`src/rtl/halut_pkg.sv`:
```
// Shared HALUT configuration and the decoder scheduler state type.
package halut_pkg;

    localparam int C            = 32;
    localparam int K            = 16;
    localparam int M            = 32;
    localparam int DecoderUnits = 16;

    localparam int MPerUnit     = M / DecoderUnits;
    localparam int CIdxWidth    = $clog2(C);
    localparam int KIdxWidth    = $clog2(K);
    localparam int MIdxWidth    = (MPerUnit > 1) ? $clog2(MPerUnit) : 1;
    localparam int UnitIdxWidth = $clog2(DecoderUnits);

    typedef enum logic [1:0] {
        SchedAccum,
        SchedIssue,
        SchedFlush,
        SchedDrain
    } sched_state_e;

endpackage

```
`src/rtl/halut_decoder_scheduler.sv`:
```
// Sequences one input row through the HALUT decoder array: accepts (c,k)
// pairs in codebook order, broadcasts each pair once per column owned by a
// decoder unit, waits for the decoder pipeline to flush, then streams out
// every accumulated column through a valid/ready read port.
module halut_decoder_scheduler #(
    parameter  int C            = halut_pkg::C,
    parameter  int K            = halut_pkg::K,
    parameter  int M            = halut_pkg::M,
    parameter  int DecoderUnits = halut_pkg::DecoderUnits,
    parameter  int DecLatency   = 2,
    localparam int MPerUnit     = M / DecoderUnits,
    localparam int CIdxWidth    = $clog2(C),
    localparam int KIdxWidth    = $clog2(K),
    localparam int MIdxWidth    = (MPerUnit > 1) ? $clog2(MPerUnit) : 1,
    localparam int UnitIdxWidth = $clog2(DecoderUnits),
    localparam int MGlobWidth   = $clog2(M)
) (
    input  logic                    clk_i,
    input  logic                    rst_ni,
    input  logic                    enc_valid_i,
    output logic                    enc_ready_o,
    input  logic [CIdxWidth-1:0]    enc_c_i,
    input  logic [KIdxWidth-1:0]    enc_k_i,
    output logic                    dec_valid_o,
    output logic [CIdxWidth-1:0]    dec_c_o,
    output logic [KIdxWidth-1:0]    dec_k_o,
    output logic [MIdxWidth-1:0]    dec_m_o,
    output logic                    dec_first_o,
    output logic                    dec_last_o,
    output logic                    rd_valid_o,
    input  logic                    rd_ready_i,
    output logic [UnitIdxWidth-1:0] rd_unit_o,
    output logic [MIdxWidth-1:0]    rd_m_o,
    output logic [MGlobWidth-1:0]   rd_idx_o,
    output logic                    rd_last_o,
    output logic [15:0]             rows_done_o,
    output logic                    seq_err_o
);

    import halut_pkg::*;

    localparam int FlushWidth = (DecLatency > 1) ? $clog2(DecLatency) : 1;

    // Columns must split evenly across units so every derived index is in range.
    if (M % DecoderUnits != 0) begin : g_param_check
        $error("halut_decoder_scheduler: M must be a multiple of DecoderUnits");
    end

    sched_state_e              r_state,     w_state_next;
    logic [CIdxWidth-1:0]      r_c_cnt,     w_c_cnt_next;
    logic [KIdxWidth-1:0]      r_k,         w_k_next;
    logic [MIdxWidth-1:0]      r_m_sub,     w_m_sub_next;
    logic [FlushWidth-1:0]     r_flush_cnt, w_flush_cnt_next;
    logic [MGlobWidth-1:0]     r_rd_idx,    w_rd_idx_next;
    logic [15:0]               r_rows_done, w_rows_done_next;
    logic                      r_seq_err,   w_seq_err_next;

    logic                      w_enc_ready;
    logic                      w_dec_valid;
    logic                      w_rd_valid;
    logic                      w_last_sub;
    logic                      w_last_c;
    logic [CIdxWidth-1:0]      w_c_inc;

    // State and counter registers; reset drops any partially processed row.
    always_ff @(posedge clk_i or negedge rst_ni) begin
        if (!rst_ni) begin
            r_state     <= SchedAccum;
            r_c_cnt     <= '0;
            r_k         <= '0;
            r_m_sub     <= '0;
            r_flush_cnt <= '0;
            r_rd_idx    <= '0;
            r_rows_done <= '0;
            r_seq_err   <= 1'b0;
        end else begin
            r_state     <= w_state_next;
            r_c_cnt     <= w_c_cnt_next;
            r_k         <= w_k_next;
            r_m_sub     <= w_m_sub_next;
            r_flush_cnt <= w_flush_cnt_next;
            r_rd_idx    <= w_rd_idx_next;
            r_rows_done <= w_rows_done_next;
            r_seq_err   <= w_seq_err_next;
        end
    end

    // Next-state logic: the codebook index always comes from c_cnt, never from the encoder.
    always_comb begin
        w_state_next     = r_state;
        w_c_cnt_next     = r_c_cnt;
        w_k_next         = r_k;
        w_m_sub_next     = r_m_sub;
        w_flush_cnt_next = r_flush_cnt;
        w_rd_idx_next    = r_rd_idx;
        w_rows_done_next = r_rows_done;
        w_seq_err_next   = r_seq_err;
        w_enc_ready      = 1'b0;
        w_dec_valid      = 1'b0;
        w_rd_valid       = 1'b0;
        w_last_sub       = (r_m_sub == MIdxWidth'(MPerUnit - 1));
        w_last_c         = (r_c_cnt == CIdxWidth'(C - 1));
        w_c_inc          = r_c_cnt + CIdxWidth'(1);

        case (r_state)
            SchedAccum: begin
                w_enc_ready = 1'b1;
                if (enc_valid_i) begin
                    w_k_next     = enc_k_i;
                    w_m_sub_next = '0;
                    w_state_next = SchedIssue;
                    if (enc_c_i != r_c_cnt) begin
                        w_seq_err_next = 1'b1;
                    end
                end
            end
            SchedIssue: begin
                w_dec_valid = 1'b1;
                if (!w_last_sub) begin
                    w_m_sub_next = r_m_sub + MIdxWidth'(1);
                end else if (!w_last_c) begin
                    w_enc_ready  = 1'b1;
                    w_c_cnt_next = w_c_inc;
                    w_m_sub_next = '0;
                    if (enc_valid_i) begin
                        w_k_next = enc_k_i;
                        if (enc_c_i != w_c_inc) begin
                            w_seq_err_next = 1'b1;
                        end
                    end else begin
                        w_state_next = SchedAccum;
                    end
                end else begin
                    w_c_cnt_next     = '0;
                    w_m_sub_next     = '0;
                    w_flush_cnt_next = '0;
                    w_state_next     = (DecLatency > 0) ? SchedFlush : SchedDrain;
                end
            end
            SchedFlush: begin
                if (r_flush_cnt == FlushWidth'(DecLatency - 1)) begin
                    w_flush_cnt_next = '0;
                    w_state_next     = SchedDrain;
                end else begin
                    w_flush_cnt_next = r_flush_cnt + FlushWidth'(1);
                end
            end
            SchedDrain: begin
                w_rd_valid = 1'b1;
                if (rd_ready_i) begin
                    if (r_rd_idx == MGlobWidth'(M - 1)) begin
                        w_rd_idx_next    = '0;
                        w_rows_done_next = r_rows_done + 16'd1;
                        w_state_next     = SchedAccum;
                    end else begin
                        w_rd_idx_next = r_rd_idx + MGlobWidth'(1);
                    end
                end
            end
            default: begin
                w_state_next = SchedAccum;
            end
        endcase
    end

    // Output mapping; drain address splits the global column into (unit, column).
    always_comb begin
        enc_ready_o = w_enc_ready;
        dec_valid_o = w_dec_valid;
        dec_c_o     = r_c_cnt;
        dec_k_o     = r_k;
        dec_m_o     = r_m_sub;
        dec_first_o = w_dec_valid && (r_c_cnt == '0);
        dec_last_o  = w_dec_valid && w_last_c;
        rd_valid_o  = w_rd_valid;
        rd_idx_o    = r_rd_idx;
        rd_unit_o   = UnitIdxWidth'(r_rd_idx / MGlobWidth'(MPerUnit));
        rd_m_o      = MIdxWidth'(r_rd_idx % MGlobWidth'(MPerUnit));
        rd_last_o   = w_rd_valid && (r_rd_idx == MGlobWidth'(M - 1));
        rows_done_o = r_rows_done;
        seq_err_o   = r_seq_err;
    end

endmodule

```
`config.mk`:
```
export PLATFORM = sky130hd
export DESIGN_NAME = halut_decoder_scheduler
export DESIGN_NICKNAME = d
export VERILOG_FILES = /design/src/rtl/halut_pkg.sv /design/src/rtl/halut_decoder_scheduler.sv
export SDC_FILE = /design/constraint.sdc
export NUM_CORES = 1
export LEC_CHECK = 0
export ABC_AREA = 1
export CAP_MARGIN = 40
export CELL_PAD_IN_SITES_DETAIL_PLACEMENT = 2
export CELL_PAD_IN_SITES_GLOBAL_PLACEMENT = 2
export CORE_MARGIN = 8
export CORE_UTILIZATION = 28
export DETAILED_ROUTE_END_ITERATION = 7
export PLACE_DENSITY_LB_ADDON = 0.1
export SKIP_CTS_REPAIR_TIMING = 1
export SKIP_LAST_GASP = 1
export SYNTH_ARGS = -nofsm -noshare
export SYNTH_HDL_FRONTEND = slang
export SYNTH_SLANG_ARGS = --single-unit
export TNS_END_PERCENT = 10
```
`constraint.sdc`:
```
create_clock -name clk_i -period 3.7 [get_ports clk_i]
set_clock_uncertainty 0.15 [all_clocks]
set_input_delay 0.74 -clock clk_i [delete_from_list [all_inputs] [get_ports clk_i]]
set_output_delay 0.74 -clock clk_i [all_outputs]
set_load 0.05 [all_outputs]
```
# --- Word level (Yosys, flattened, before mapping) ---
# Cells that the tools add are included.
word_totals:
  reg_bits: 35
  inputBits: 13
  out_inout_bits: 43
  wordCells: 79
classes:
  n_addsub: 5
  n_eq_ne: 18
  muxes: 33
  n_reduce_logical: 15
op_table:
  columns: ["op", "count"]
  rows:
  - ["2-bit inequality test (second input constant)", 10]
  - ["16-bit by 1-bit adder with 16-bit output (second input constant)", 1]
  - ["1-bit 2-to-1 mux", 15]
  - ["2-bit 2-to-1 mux", 7]
  - ["4-bit 2-to-1 mux", 3]
  - ["5-bit by 1-bit adder with 5-bit output (second input constant)", 2]
  - ["5-bit == test (second input constant)", 2]
  - ["5-bit 2-to-1 mux", 2]
  - ["5-bit inequality test", 2]
  - ["3-bit AND reduction", 3]
  - ["1-bit case mux with 2 select lines", 4]
  - ["2-bit case mux with 4 select lines", 1]
  - ["4-bit case mux with 2 select lines", 1]
  - ["7-bit AND reduction", 1]
  - ["2-bit AND reduction", 3]
  - ["6-bit AND reduction", 1]
  - ["5-bit logical NOT", 1]
  - ["2-bit == test (second input constant)", 2]
  - ["2-bit nonzero test", 2]
  - ["1-bit logical AND", 3]
  - ["3-bit inequality test (second input constant)", 1]
  - ["1-bit adder (second input constant)", 2]
  - ["2-bit by 1-bit == test with 1-bit output (second input constant)", 1]
  - ["2-bit logical NOT", 1]

# --- Depth between registers and ports, before layout ---
depth:
  word_depth: 7
  ltp_mapped: 12
  mapped_depth_nobuf: 12

# --- Worst setup path before layout ---
# OpenSTA, ideal clock, no wires.
synth_timing:
  kind: "register to output"
  start: "register r_c_cnt[0] (netlist: dec_c_o[0])"
  end: "output dec_first_o"
  arrival_time_ns: 2.030
  required_time_ns: 2.810
  path_slack_ns: 0.780
  path_stages_with_launch: 5
  path_buffers: 0
  cell_sequence: "dfrtp_1 -> inv_1 -> ha_1 -> nand3_1 -> nor3_1"
synth_between:
  elab_chain_len: 2
synth_lines:
  columns: ["item", "line_no", "rtl"]
  rows:
  - ["start, declared", "halut_decoder_scheduler.sv:50", "logic [CIdxWidth-1:0] r_c_cnt, w_c_cnt_next;"]
  - ["start signal, assigned", "halut_decoder_scheduler.sv:78", "r_c_cnt <= w_c_cnt_next;"]
  - ["5-bit logical NOT", "halut_decoder_scheduler.sv:173", "dec_first_o = w_dec_valid && (r_c_cnt == '0);"]
  - ["1-bit logical AND", "halut_decoder_scheduler.sv:173", null]
  - ["end, declared", "halut_decoder_scheduler.sv:28", "output logic dec_first_o,"]
# No other way between the ends.

# --- Final worst setup path ---
layout_timing:
  start: "register r_c_cnt[0] (netlist: dec_c_o[0])"
  end: "output enc_ready_o"
layout_between:
  elab_chain_len: 4
layout_lines:
  columns: ["item", "line_no", "rtl"]
  rows:
  - ["5-bit == test", "halut_decoder_scheduler.sv:102", "w_last_c = (r_c_cnt == CIdxWidth'(C - 1));"]
  - ["1-bit 2-to-1 mux", "halut_decoder_scheduler.sv:121", "end else if (!w_last_c) begin"]
  - ["1-bit 2-to-1 mux", "halut_decoder_scheduler.sv:119", "if (!w_last_sub) begin"]
  - ["1-bit case mux with 2 select lines", "halut_decoder_scheduler.sv:105", "case (r_state)"]
  - ["end, declared", "halut_decoder_scheduler.sv:21", "output logic enc_ready_o,"]
# No other way between the ends.

==> results.py <==
metrics = {
    "yosys": {
        "synth_area_mm2": 0.00200,
        "yosysSeqAreaShare_pct": 43.9,
        "synth_nets": 280,
        "postSynthAreaPerCell_um2": 7.65,
        "synthCells": 261,
        "synth_cell_types": 22,
        "yosys_warnings": 0,
        "yosys_register_bits": 35,
    },
    "pwr": {
        "p_sw_share_pct": 47.3,
        "seqPwrFrac_pct": 28.0,
        "netSwitchingPower_uw": 947,
        "power.internal_mw": 1.06,
        "combPwrFrac_pct": 51.3,
        "powerDensity_mw_per_mm2": 722,
        "ir_drop_v": 0.000386,
        "clkPwrFrac_pct": 20.6,
        "power_leakage_nw": 1.41,
    },
    "worst_setup_path": {
        "crit_required_ps": 2810,
        "critPathCaptureType": "output port",
        "path_class": "register to output port",
        "start_kind": "register",
        "critical_path_arrival_ps": 2490,
        "critical_path.max_fanout": 5,
    },
    "finish": {
        "layout_commonest_cell": "nand2_1",
        "post_route_cells_drive_above_1_share_pct": 6.88,
        "layout.cells.non_filler": 416,
        "areaGrowthSynthToFinish_pct": 39.1,
        "layout_common_cells": "86 x nand2_1, 54 x clkdlybuf4s50_1, 45 x inv_1",
        "finalNetCount": 338,
        "n_antenna_cell": 0,
    },
    "timing": {
        "tns_ps": 0,
        "period_minus_slack_ps": 3380,
        "final-max-slew-violation-count": 0,
        "max_freq_mhz": 296,
        "max_slew_margin_pct": 65.0,
        "period_share_pct": 91.3,
        "rsz0062_at_grt": "false",
        "hold_viol_final": 0,
        "finalSetupViolCount": 0,
        "tightest_slew_ps": 524,
    },
    "die": {
        "die_w_um": 100,
        "start_util_pct": 29.2,
        "ioPinCount": 56,
        "std_cell_rows": 30,
        "die_h_um": 100,
        "core_region_area_mm2": 0.00683,
        "fp.dieArea_mm2": 0.0101,
    },
    "drt": {
        "wirelength_um": 6050,
        "ant_nets": 0,
        "drc": 0,
        "first_pass_iters": 4,
        "wl_per_cell_um": 14.5,
        "via_per_inst": 4.40,
        "num_vias": 1831,
        "drt-initial-drc-count": 21,
    },
    "clock_network": {
        "clock_latency_ps": 290,
        "cts_buffers": 5,
        "clock_sinks": 35,
        "cts_root_buffer": "clkbuf_8",
        "cts_tree": "yes",
        "clk_pin_slew_ps": 80,
        "cts_max_level": 2,
        "cts_buffer_depth": 2,
    },
    "placement": {
        "gp_congestion": 0.811,
        "dp.cells": 408,
        "numPortBuffers": 55,
        "post-dp-hpwl_um": 4890,
    },
    "global_route": {
        "grt_pass1_vias": 2103,
        "grt_start_max_net_pins": 23,
        "grt_use_total_pct": 13.0,
        "grt-ovfl-total": 0,
        "antenna_found_initial": 0,
        "grt_pass1_wl_um": 10400,
    },
    "flow_run": {
        "maxCapViolations": 0,
    },
    "worst_hold_path": {
        "holdCritPathClass": "input pin to async pin",
    },
    "run_status": {
        "outcome": "complete, no violations",
    },
}
layer usage:
layer | up-vias | part of all wire [%] | GRT usage (%)
li1 | 905 | - | -
met1 | 890 | 44 | 15.0
met2 | 32 | 51 | 23.1
met3 | 4 | 4.2 | 3.81
met4 | 0 | 0.84 | 2.79
met5 | - | 0 | 0
state kept, by name, summed over array words and instances, names as in the netlist, named ones only:
signal	flops
rows_done_o	16
dec_c_o	5
rd_idx_o	5
dec_k_o	4
dec_m_o	1
r_flush_cnt	1
r_state	1
seq_err_o	1
worst max-delay path, cell delays in order (launching register included):
cell and delay, ps:
dfrtp_1 430, ha_1 240, nand2_1 120, nor2_1 60, ha_1 170, inv_1 120, nand2_1 130, o21ai_0 120
clkdlybuf4s50_1 830
final timing paths:
kind,from,to,slack [ps],depth (start not counted)
max in group asynchronous,rst_ni,rows_done_o[2],2720,2
worst max-delay path,dec_c_o[0],enc_ready_o,320,8
worst min register to register,seq_err_o,seq_err_o,320,2
min in group clk_i,seq_err_o,seq_err_o,320,2
worst max register to register,rd_idx_o[0],rows_done_o[12],1490,10
worst min-delay path,rst_ni,dec_m_o,230,1
synthesized netlist by cell type (all sizes together):
library cell / count / area (µm²)
a21oi: 5 / 25.0
buf: 5 / 37.5
dfrtp: 35 / 876
ha: 6 / 75.1
inv: 47 / 176
nand2: 88 / 340
nand3: 18 / 103
nand4: 3 / 18.8
nor2: 24 / 126
nor3: 6 / 41.3
o21ai: 7 / 35.0
o22ai: 3 / 18.8
xnor2: 5 / 43.8
xor2: 9 / 78.8
final cells by class:
| cell class | instances | area (µm²) |
|---|---|---|
| Tap cell | 96 | 120 |
| Clock inverter | 2 | 60.1 |
| Sequential cell | 35 | 876 |
| Inverter | 47 | 176 |
| Timing Repair Buffer | 56 | 566 |
| Clock buffer | 6 | 72.6 |
| Fill cell | 805 | 4060 |
| Multi-Input combinational cell | 174 | 906 |
metrics by stage:
stage	cell area, µm²	setup WS [ps]	hold WS (ps)	power, mW	utilization [%]
after floorplan	2000	780	294	1.27	-
after global placement	2620	664	304	1.59	38.4
after detailed placement	2640	594	310	1.61	38.7
after CTS	2780	270	224	2.05	40.6
after global routing	2780	128	239	2.14	40.6
final	2780	321	225	2.00	40.6
logic make-up (layout without fill, tap and decap cells):
group,after synthesis,in the layout,synth area share [%]
buf+inv,52,111,10.7
flops,35,35,43.9
fa+ha+maj,6,6,3.76
simple gates,139,139,31.5
xor+xnor,14,14,6.14
compound gates,15,15,3.95
power groups by stage:
stage	Clock (mW)	Combinational [mW]	Sequential [mW]
after floorplan	0	0.466	0.804
after global placement	0	1.03	0.563
after detailed placement	0	1.04	0.571
after CTS	0.433	1.05	0.564
after global routing	0.448	1.11	0.576
final	0.414	1.03	0.562
No activity file was read; power rests on OpenSTA's default activity.
